**src/rtl/id_ex_hazard_ctrl.sv**
```systemverilog
// id_ex_hazard_ctrl: hazard scheduler beside the ID/EX pipeline register.
// Shadows Rd/RegWrite/MemtoReg/SetFlag of the instructions in EX and MEM,
// and produces stall, IF/ID flush, a bubbled control word and registered
// EX-stage forwarding selects.
// Optional feature macro: HAZ_FORWARD_EN (defined = forwarding enabled;
// undefined = forwarding selects tied to 00 and every RAW dependency stalls).
module id_ex_hazard_ctrl #(
   parameter int CTRL_W       = 10,
   parameter int RW_BIT       = 0,
   parameter int MTR_BIT      = 2,
   parameter int MW_BIT       = 3,
   parameter int SF_BIT       = 4,
   parameter int FLUSH_CYCLES = 1,
   parameter int ZR           = 31
) (
   input  logic              clk,
   input  logic              reset,
   input  logic [4:0]        Rn_id,
   input  logic [4:0]        Rm_id,
   input  logic              useA_id,
   input  logic              useB_id,
   input  logic              flag_use_id,
   input  logic [4:0]        Rd_id,
   input  logic [CTRL_W-1:0] control_id,
   input  logic              branch_taken,
   output logic              stall,
   output logic              flush_ifid,
   output logic [CTRL_W-1:0] ctrl_ex_in,
   output logic [1:0]        fwdA_ex,
   output logic [1:0]        fwdB_ex,
   output logic [1:0]        busy_state
);

   localparam logic [1:0] ST_RUN   = 2'b00;
   localparam logic [1:0] ST_STALL = 2'b01;
   localparam logic [1:0] ST_FLUSH = 2'b10;
   localparam logic [1:0] CNT_LOAD = 2'(FLUSH_CYCLES - 1);

   logic [1:0] state;
   logic [1:0] cnt;

   logic [4:0] rd_ex, rd_mem;
   logic       rw_ex, rw_mem;
   logic       sf_ex;

   logic match_ex_a, match_ex_b, match_mem_a, match_mem_b;
   logic flag_haz, raw_haz, bubble;

   // A source hits a shadow entry only if it is read, matches a live write and is not ZR.
   function automatic logic hit(input logic use_s, input logic [4:0] s,
                                input logic [4:0] rd, input logic rw);
      return use_s && (s == rd) && rw && (s != 5'(ZR));
   endfunction

`ifdef HAZ_FORWARD_EN
   logic mtr_ex;
   logic load_use;
   logic unused_mw;
   // MemWrite plays no part in hazard detection; a bubble clears it with the rest.
   assign unused_mw = control_id[MW_BIT];
`else
   logic sf_mem;
   logic [1:0] unused_bits;
   // Without forwarding the producer type is irrelevant: every RAW stalls.
   assign unused_bits = {control_id[MTR_BIT], control_id[MW_BIT]};
`endif

   // Hazard detection and combinational stall/flush/bubble outputs.
   always_comb begin
      match_ex_a  = hit(useA_id, Rn_id, rd_ex, rw_ex);
      match_ex_b  = hit(useB_id, Rm_id, rd_ex, rw_ex);
      match_mem_a = hit(useA_id, Rn_id, rd_mem, rw_mem);
      match_mem_b = hit(useB_id, Rm_id, rd_mem, rw_mem);
      flag_haz    = flag_use_id & sf_ex;
`ifdef HAZ_FORWARD_EN
      load_use    = (match_ex_a | match_ex_b) & mtr_ex;
      raw_haz     = load_use | flag_haz;
`else
      raw_haz     = match_ex_a | match_ex_b | match_mem_a | match_mem_b |
                    flag_haz | (flag_use_id & sf_mem);
`endif
      stall       = raw_haz & ~branch_taken & (state != ST_FLUSH);
      flush_ifid  = branch_taken | (state == ST_FLUSH);
      bubble      = stall | flush_ifid;
      ctrl_ex_in  = bubble ? '0 : control_id;
   end

   assign busy_state = state;

   // Shadow of the EX and MEM stages; bubbles enter with RegWrite/SetFlag clear.
   always_ff @(posedge clk or posedge reset) begin
      if (reset) begin
         rd_ex  <= '0;
         rw_ex  <= 1'b0;
         sf_ex  <= 1'b0;
         rd_mem <= '0;
         rw_mem <= 1'b0;
`ifdef HAZ_FORWARD_EN
         mtr_ex <= 1'b0;
`else
         sf_mem <= 1'b0;
`endif
      end else begin
         rd_ex  <= Rd_id;
         rw_ex  <= ctrl_ex_in[RW_BIT];
         sf_ex  <= ctrl_ex_in[SF_BIT];
         rd_mem <= rd_ex;
         rw_mem <= rw_ex;
`ifdef HAZ_FORWARD_EN
         mtr_ex <= ctrl_ex_in[MTR_BIT];
`else
         sf_mem <= sf_ex;
`endif
      end
   end

   // Scheduler FSM: branch redirect beats RAW stall; FLUSH dwells FLUSH_CYCLES slots.
   always_ff @(posedge clk or posedge reset) begin
      if (reset) begin
         state <= ST_RUN;
         cnt   <= '0;
      end else begin
         case (state)
            ST_RUN: begin
               if (branch_taken) begin
                  state <= ST_FLUSH;
                  cnt   <= CNT_LOAD;
               end else if (raw_haz) begin
                  state <= ST_STALL;
               end
            end
            ST_STALL: begin
               if (branch_taken) begin
                  state <= ST_FLUSH;
                  cnt   <= CNT_LOAD;
               end else if (!raw_haz) begin
                  state <= ST_RUN;
               end
            end
            ST_FLUSH: begin
               if (branch_taken) begin
                  cnt <= CNT_LOAD;
               end else if (cnt == 2'd0) begin
                  state <= ST_RUN;
               end else begin
                  cnt <= cnt - 2'd1;
               end
            end
            default: begin
               state <= ST_RUN;
               cnt   <= '0;
            end
         endcase
      end
   end

`ifdef HAZ_FORWARD_EN
   // Forwarding selects for the instruction entering EX; EX/MEM result beats MEM/WB.
   always_ff @(posedge clk or posedge reset) begin
      if (reset) begin
         fwdA_ex <= 2'b00;
         fwdB_ex <= 2'b00;
      end else if (bubble) begin
         fwdA_ex <= 2'b00;
         fwdB_ex <= 2'b00;
      end else begin
         fwdA_ex <= (match_ex_a & ~mtr_ex) ? 2'b01 : match_mem_a ? 2'b10 : 2'b00;
         fwdB_ex <= (match_ex_b & ~mtr_ex) ? 2'b01 : match_mem_b ? 2'b10 : 2'b00;
      end
   end
`else
   assign fwdA_ex = 2'b00;
   assign fwdB_ex = 2'b00;
`endif

endmodule
```
**config.mk**
```make
export PLATFORM = sky130hd
export DESIGN_NAME = id_ex_hazard_ctrl
export DESIGN_NICKNAME = d
export VERILOG_FILES = /design/src/rtl/id_ex_hazard_ctrl.sv
export SDC_FILE = /design/constraint.sdc
export NUM_CORES = 1
export LEC_CHECK = 0
export CORE_MARGIN = 8
export CORE_UTILIZATION = 40
export CTS_BUF_LIST = sky130_fd_sc_hd__clkbuf_4 sky130_fd_sc_hd__clkbuf_8
export CTS_CLUSTER_DIAMETER = 150
export DETAILED_ROUTE_END_ITERATION = 8
export GPL_TIMING_DRIVEN = 0
export HOLD_SLACK_MARGIN = 0.06
export PLACE_DENSITY = 0.81
export SETUP_SLACK_MARGIN = 0.4
export SLEW_MARGIN = 30
export SYNTH_ARGS = -nofsm -noshare
export SYNTH_HDL_FRONTEND = slang
export SYNTH_SLANG_ARGS = --single-unit
```
**constraint.sdc**
```tcl
create_clock -name clk -period 2.45 [get_ports clk]
set_input_delay 0.735 -clock clk [delete_from_list [all_inputs] [get_ports clk]]
set_output_delay 0.735 -clock clk [all_outputs]
set_load 0.01 [all_outputs]
```
==> metrics.md <==
| Metric | Value |
|---|---|
| # nets final | ~190 |
| Reg power frac | around 41% |
| # fillers | 144 |
| Routed Antenna Nets | 0 |
| Clock-pin slew on the worst setup and hold paths | around 100 ps |
| Final Cell Area | roughly 1700 um2 |
| Pleak | 0.8204 nW |
| TritonCTS Buffers | 3 |
| Reg2reg path depth | 9 |
| Pwr/cell area | around 500 nW/um2 |
| Comb pwr share | between 30% and 40% |
| DRT Pass-1 Iters | 3 |
| Ant. Diodes | 0 |
| CP Buf/Inv Count | 4 |
| Slowest CP cell | a32oi_2 |
| Switch share | 30.12% |
| Placed Instances | ~170 |
| Root Buffer | clkbuf_4 |
| WHS | 422.1 ps |
| RSZ-0062 raised after global routing | yes |
| RD Place Congestion | slightly above 0.8 |
| Violated checks | setup timing |
| Global-route wire length before repair | between 4000 and 5000 um |
| Hold endpoint | rw_mem$_DFF_PP0_ |
| Synth warn | 0 |
| Clk sinks | 18 |
| Starting DRT DRC Count | 19 |
| Slew HR | around 56% |
| Hold path startpoint | rw_ex$_DFF_PP0_ |
| Hold Crit Depth | 0 |
| Layout Skew | 5.299 ps |
| Post-CTS Hold Buffers | 0 |
| Setup crit end kind | output pin |
| Total Routed Length | between 3000 and 4000 um |
| Setup TNS Final | -2414 ps |
| CTS Buffer Depth | 2 |
| Critical Path Fanout Max | 4 |
| I/O pin count | around 50 |
| CP Class | input pin to output pin |
| Tightest Pin Transition | approximately 670 ps |
| Die ar. | roughly 4200 um2 |
| Sequential fraction of the synthesis area | a little under half |
| Mapped Cells | between 90 and 100 |
| DRC | 0 |
| Status | finished with violations |
| CP required | ~1700 ps |
| Final Non-Filler Cells | roughly 180 |
| Die width | 64.70 um |
| Psw | between 0.2 and 0.3 mW |
| Vias in the first global route | about 1000 |
| Mapped Avg Cell Area | between 10 and 15 um2 |
| Leading area contributor after synthesis | dfrtp_1 |
| FP Rows | 17 |
| Initial antenna violation count | 0 |
| H-tree depth | 1 |
| DR WL/cell | approximately 17 um |
| Final hold viol count | 0 |
| Crit path time final | 2742 ps |
| Distinct cells, synth | 23 |
| Clk Latency, worst-skew pair | a little over 300 ps |
| Vias per cell | 5.060 |
| CP arrival | approximately 2000 ps |
| Flop-to-flop setup slack | 550 ps |
| Area grow syn2layout | 82.72% |
| Largest vdd supply drop | 0.4872 mV |
| CP max stage delay | ~300 ps |
| Tcrit/Tclk final | 111.9% |
| Int Pwr | 0.6080 mW |
| Crit start category | input pin |
| Area post-placement | 1486 um2 |
| Largest net degree at the start of global routing | 19 |
| Class of the worst hold path | register to register |
| Routed vias | 921 |
| Most frequent cells in the layout | 17 x buf_4, 17 x dfrtp_1, 16 x clkdlybuf4s50_1 |
| Die H | between 60 and 70 um |
| Initial Utilization | a little over two fifths |
| Most frequent CP cell | buf_6 |
| IO buf count | 44 |
| Clock network power share | around a fifth |
| Ratio of cells with drive above 1 in the final layout | between 40 and 50% |
| Crit path max-delay family | buffers and inverters |
| Final setup viols | 11 |
| F_max | around 360 MHz |
| Fin worst setup slack | -291.7 ps |
| Critical R2R Launch | rd_mem[2]$_DFF_PP0_ |
| Core area | around 2200 um2 |
| Max Cap Viol | 0 |
| Largest cells by area after synthesis | dfrtp_1 47%, xnor2_1 18%, and3_1 5.9%, buf_4 4.0%, inv_1 2.0% |
| Slew Limit Fails | 0 |
| Critical-path cell list | buf_6, xnor2_2, nand4_1, o22ai_2, a32oi_2, buf_4, buf_6, and3_4, buf_6 |
| Area of the mapped netlist | ~950 um2 |
| Grt ovf | 0 |
| Post-synth top area share | between 40% and 50% |
| Total track usage | between 10% and 20% |
| TritonCTS clock tree | yes |
| Crit Reg-Reg Endpoint | busy_state[0]$_DFFE_PP0P_ |
| FF+latch count, synth | 18 |
| Final Core Density | 77.59% |
==> Yosys cell counts <==
library cell and n:
a211oi_2 1, nand2b_1 1, dfrtp_1 18, ha_1 1
o21a_1 1, nor2_1 4, a2bb2oi_1 2, a21oi_1 3
o21ai_0 2, o22ai_1 2, xnor2_1 20, and3_2 2
conb_1 1, and3_1 9, buf_4 5, nor2b_1 1
nand2_1 5, nand4_1 3, inv_1 5, nand4_2 1
a22oi_1 1, a32oi_1 1, nand3_1 2
==> worst max path at each step <==
stage | from | to | slack (ps) | cells after the start
6_report | Rm_id[2] | ctrl_ex_in[2] | -290 | 9
5_1_grt | Rm_id[3] | ctrl_ex_in[2] | -340 | 9
2_1_floorplan | Rm_id[4] | ctrl_ex_in[4] | 120 | 6
3_3_place_gp | Rm_id[1] | ctrl_ex_in[5] | -1110 | 8
3_5_place_dp | Rm_id[3] | ctrl_ex_in[3] | -1150 | 8
4_1_cts | Rm_id[4] | ctrl_ex_in[2] | -260 | 9
==> metrics by stage <==
| stage | setup slack (ps) | power (mW) |
|---|---|---|
| floorplan | 119.1 | 0.5094 |
| global placement | -1109 | 0.6237 |
| detailed placement | -1154 | 0.6358 |
| CTS | -259.2 | 0.8458 |
| global route | -335.9 | 0.9180 |
| finish | -291.7 | 0.8701 |
==> power groups by stage <==
stage / Combinational, mW / Sequential, mW / Clock (mW)
after global placement: 0.269 / 0.355 / 0
after floorplan: 0.156 / 0.353 / 0
final: 0.331 / 0.352 / 0.186
after CTS: 0.308 / 0.351 / 0.187
after detailed placement: 0.279 / 0.357 / 0
after global routing: 0.358 / 0.357 / 0.203
==> final cells by class <==
| cell class | instances | area, um2 | area share (%) |
|---|---|---|---|
| repair buffers | 55 | 528.0 | 30.47 |
| well taps | 28 | 35.03 | 2.022 |
| flip-flops and latches | 18 | 451.7 | 26.07 |
| plain buffers | 5 | 41.29 | 2.383 |
| multi-input cells | 67 | 621.8 | 35.88 |
| inverters | 5 | 18.77 | 1.083 |
| clock buffers | 4 | 36.28 | 2.094 |
==> worst reg2reg max path, cell delays in order (launching register included) <==
cell and delay [ps]:
dfrtp_1 440, xnor2_2 170, nand4_1 120, o22ai_2 170
a32oi_2 170, buf_4 200, buf_6 110, buf_4 120
buf_4 120, a211oi_2 190
==> metal layers <==
layer | wire, um | global-route usage [%] | vias up | part of all wire [%]
li1 | - | - | 434 | -
met1 | 1145 | 14.18 | 443 | 38
met2 | 1572 | 26.34 | 37 | 52
met3 | 255 | 5.498 | 7 | 8.4
met4 | 63 | 7.357 | 0 | 2.1
met5 | 0 | 0 | - | 0
==> logic make-up after synthesis <==
kind of cell,after synthesis,synth area share [%]
AND/OR/NAND/NOR,28,16.75
XOR/XNOR,20,18.47
flip-flops,18,47.49
AO/OA/AOI/OAI,13,9.631
buffers and inverters,10,5.937
adder cells (fa/ha/maj),1,1.319
other,1,0.3954
==> what timing repair did <==
action,CTS,global route
setup buffers,9,1
resized for setup,133,14
gates cloned,2,0
pin swaps,21,3
endpoints found under the setup margin,15,13
==> flip-flops by register name, indices dropped and copies added (netlist names) <==
name	cells
busy_state	2
rd_mem	5
rw_ex	1
rw_mem	1
cnt	2
rd_ex	5
sf_mem	1
sf_ex	1
Note: power is estimated with default switching activity, not from simulation.
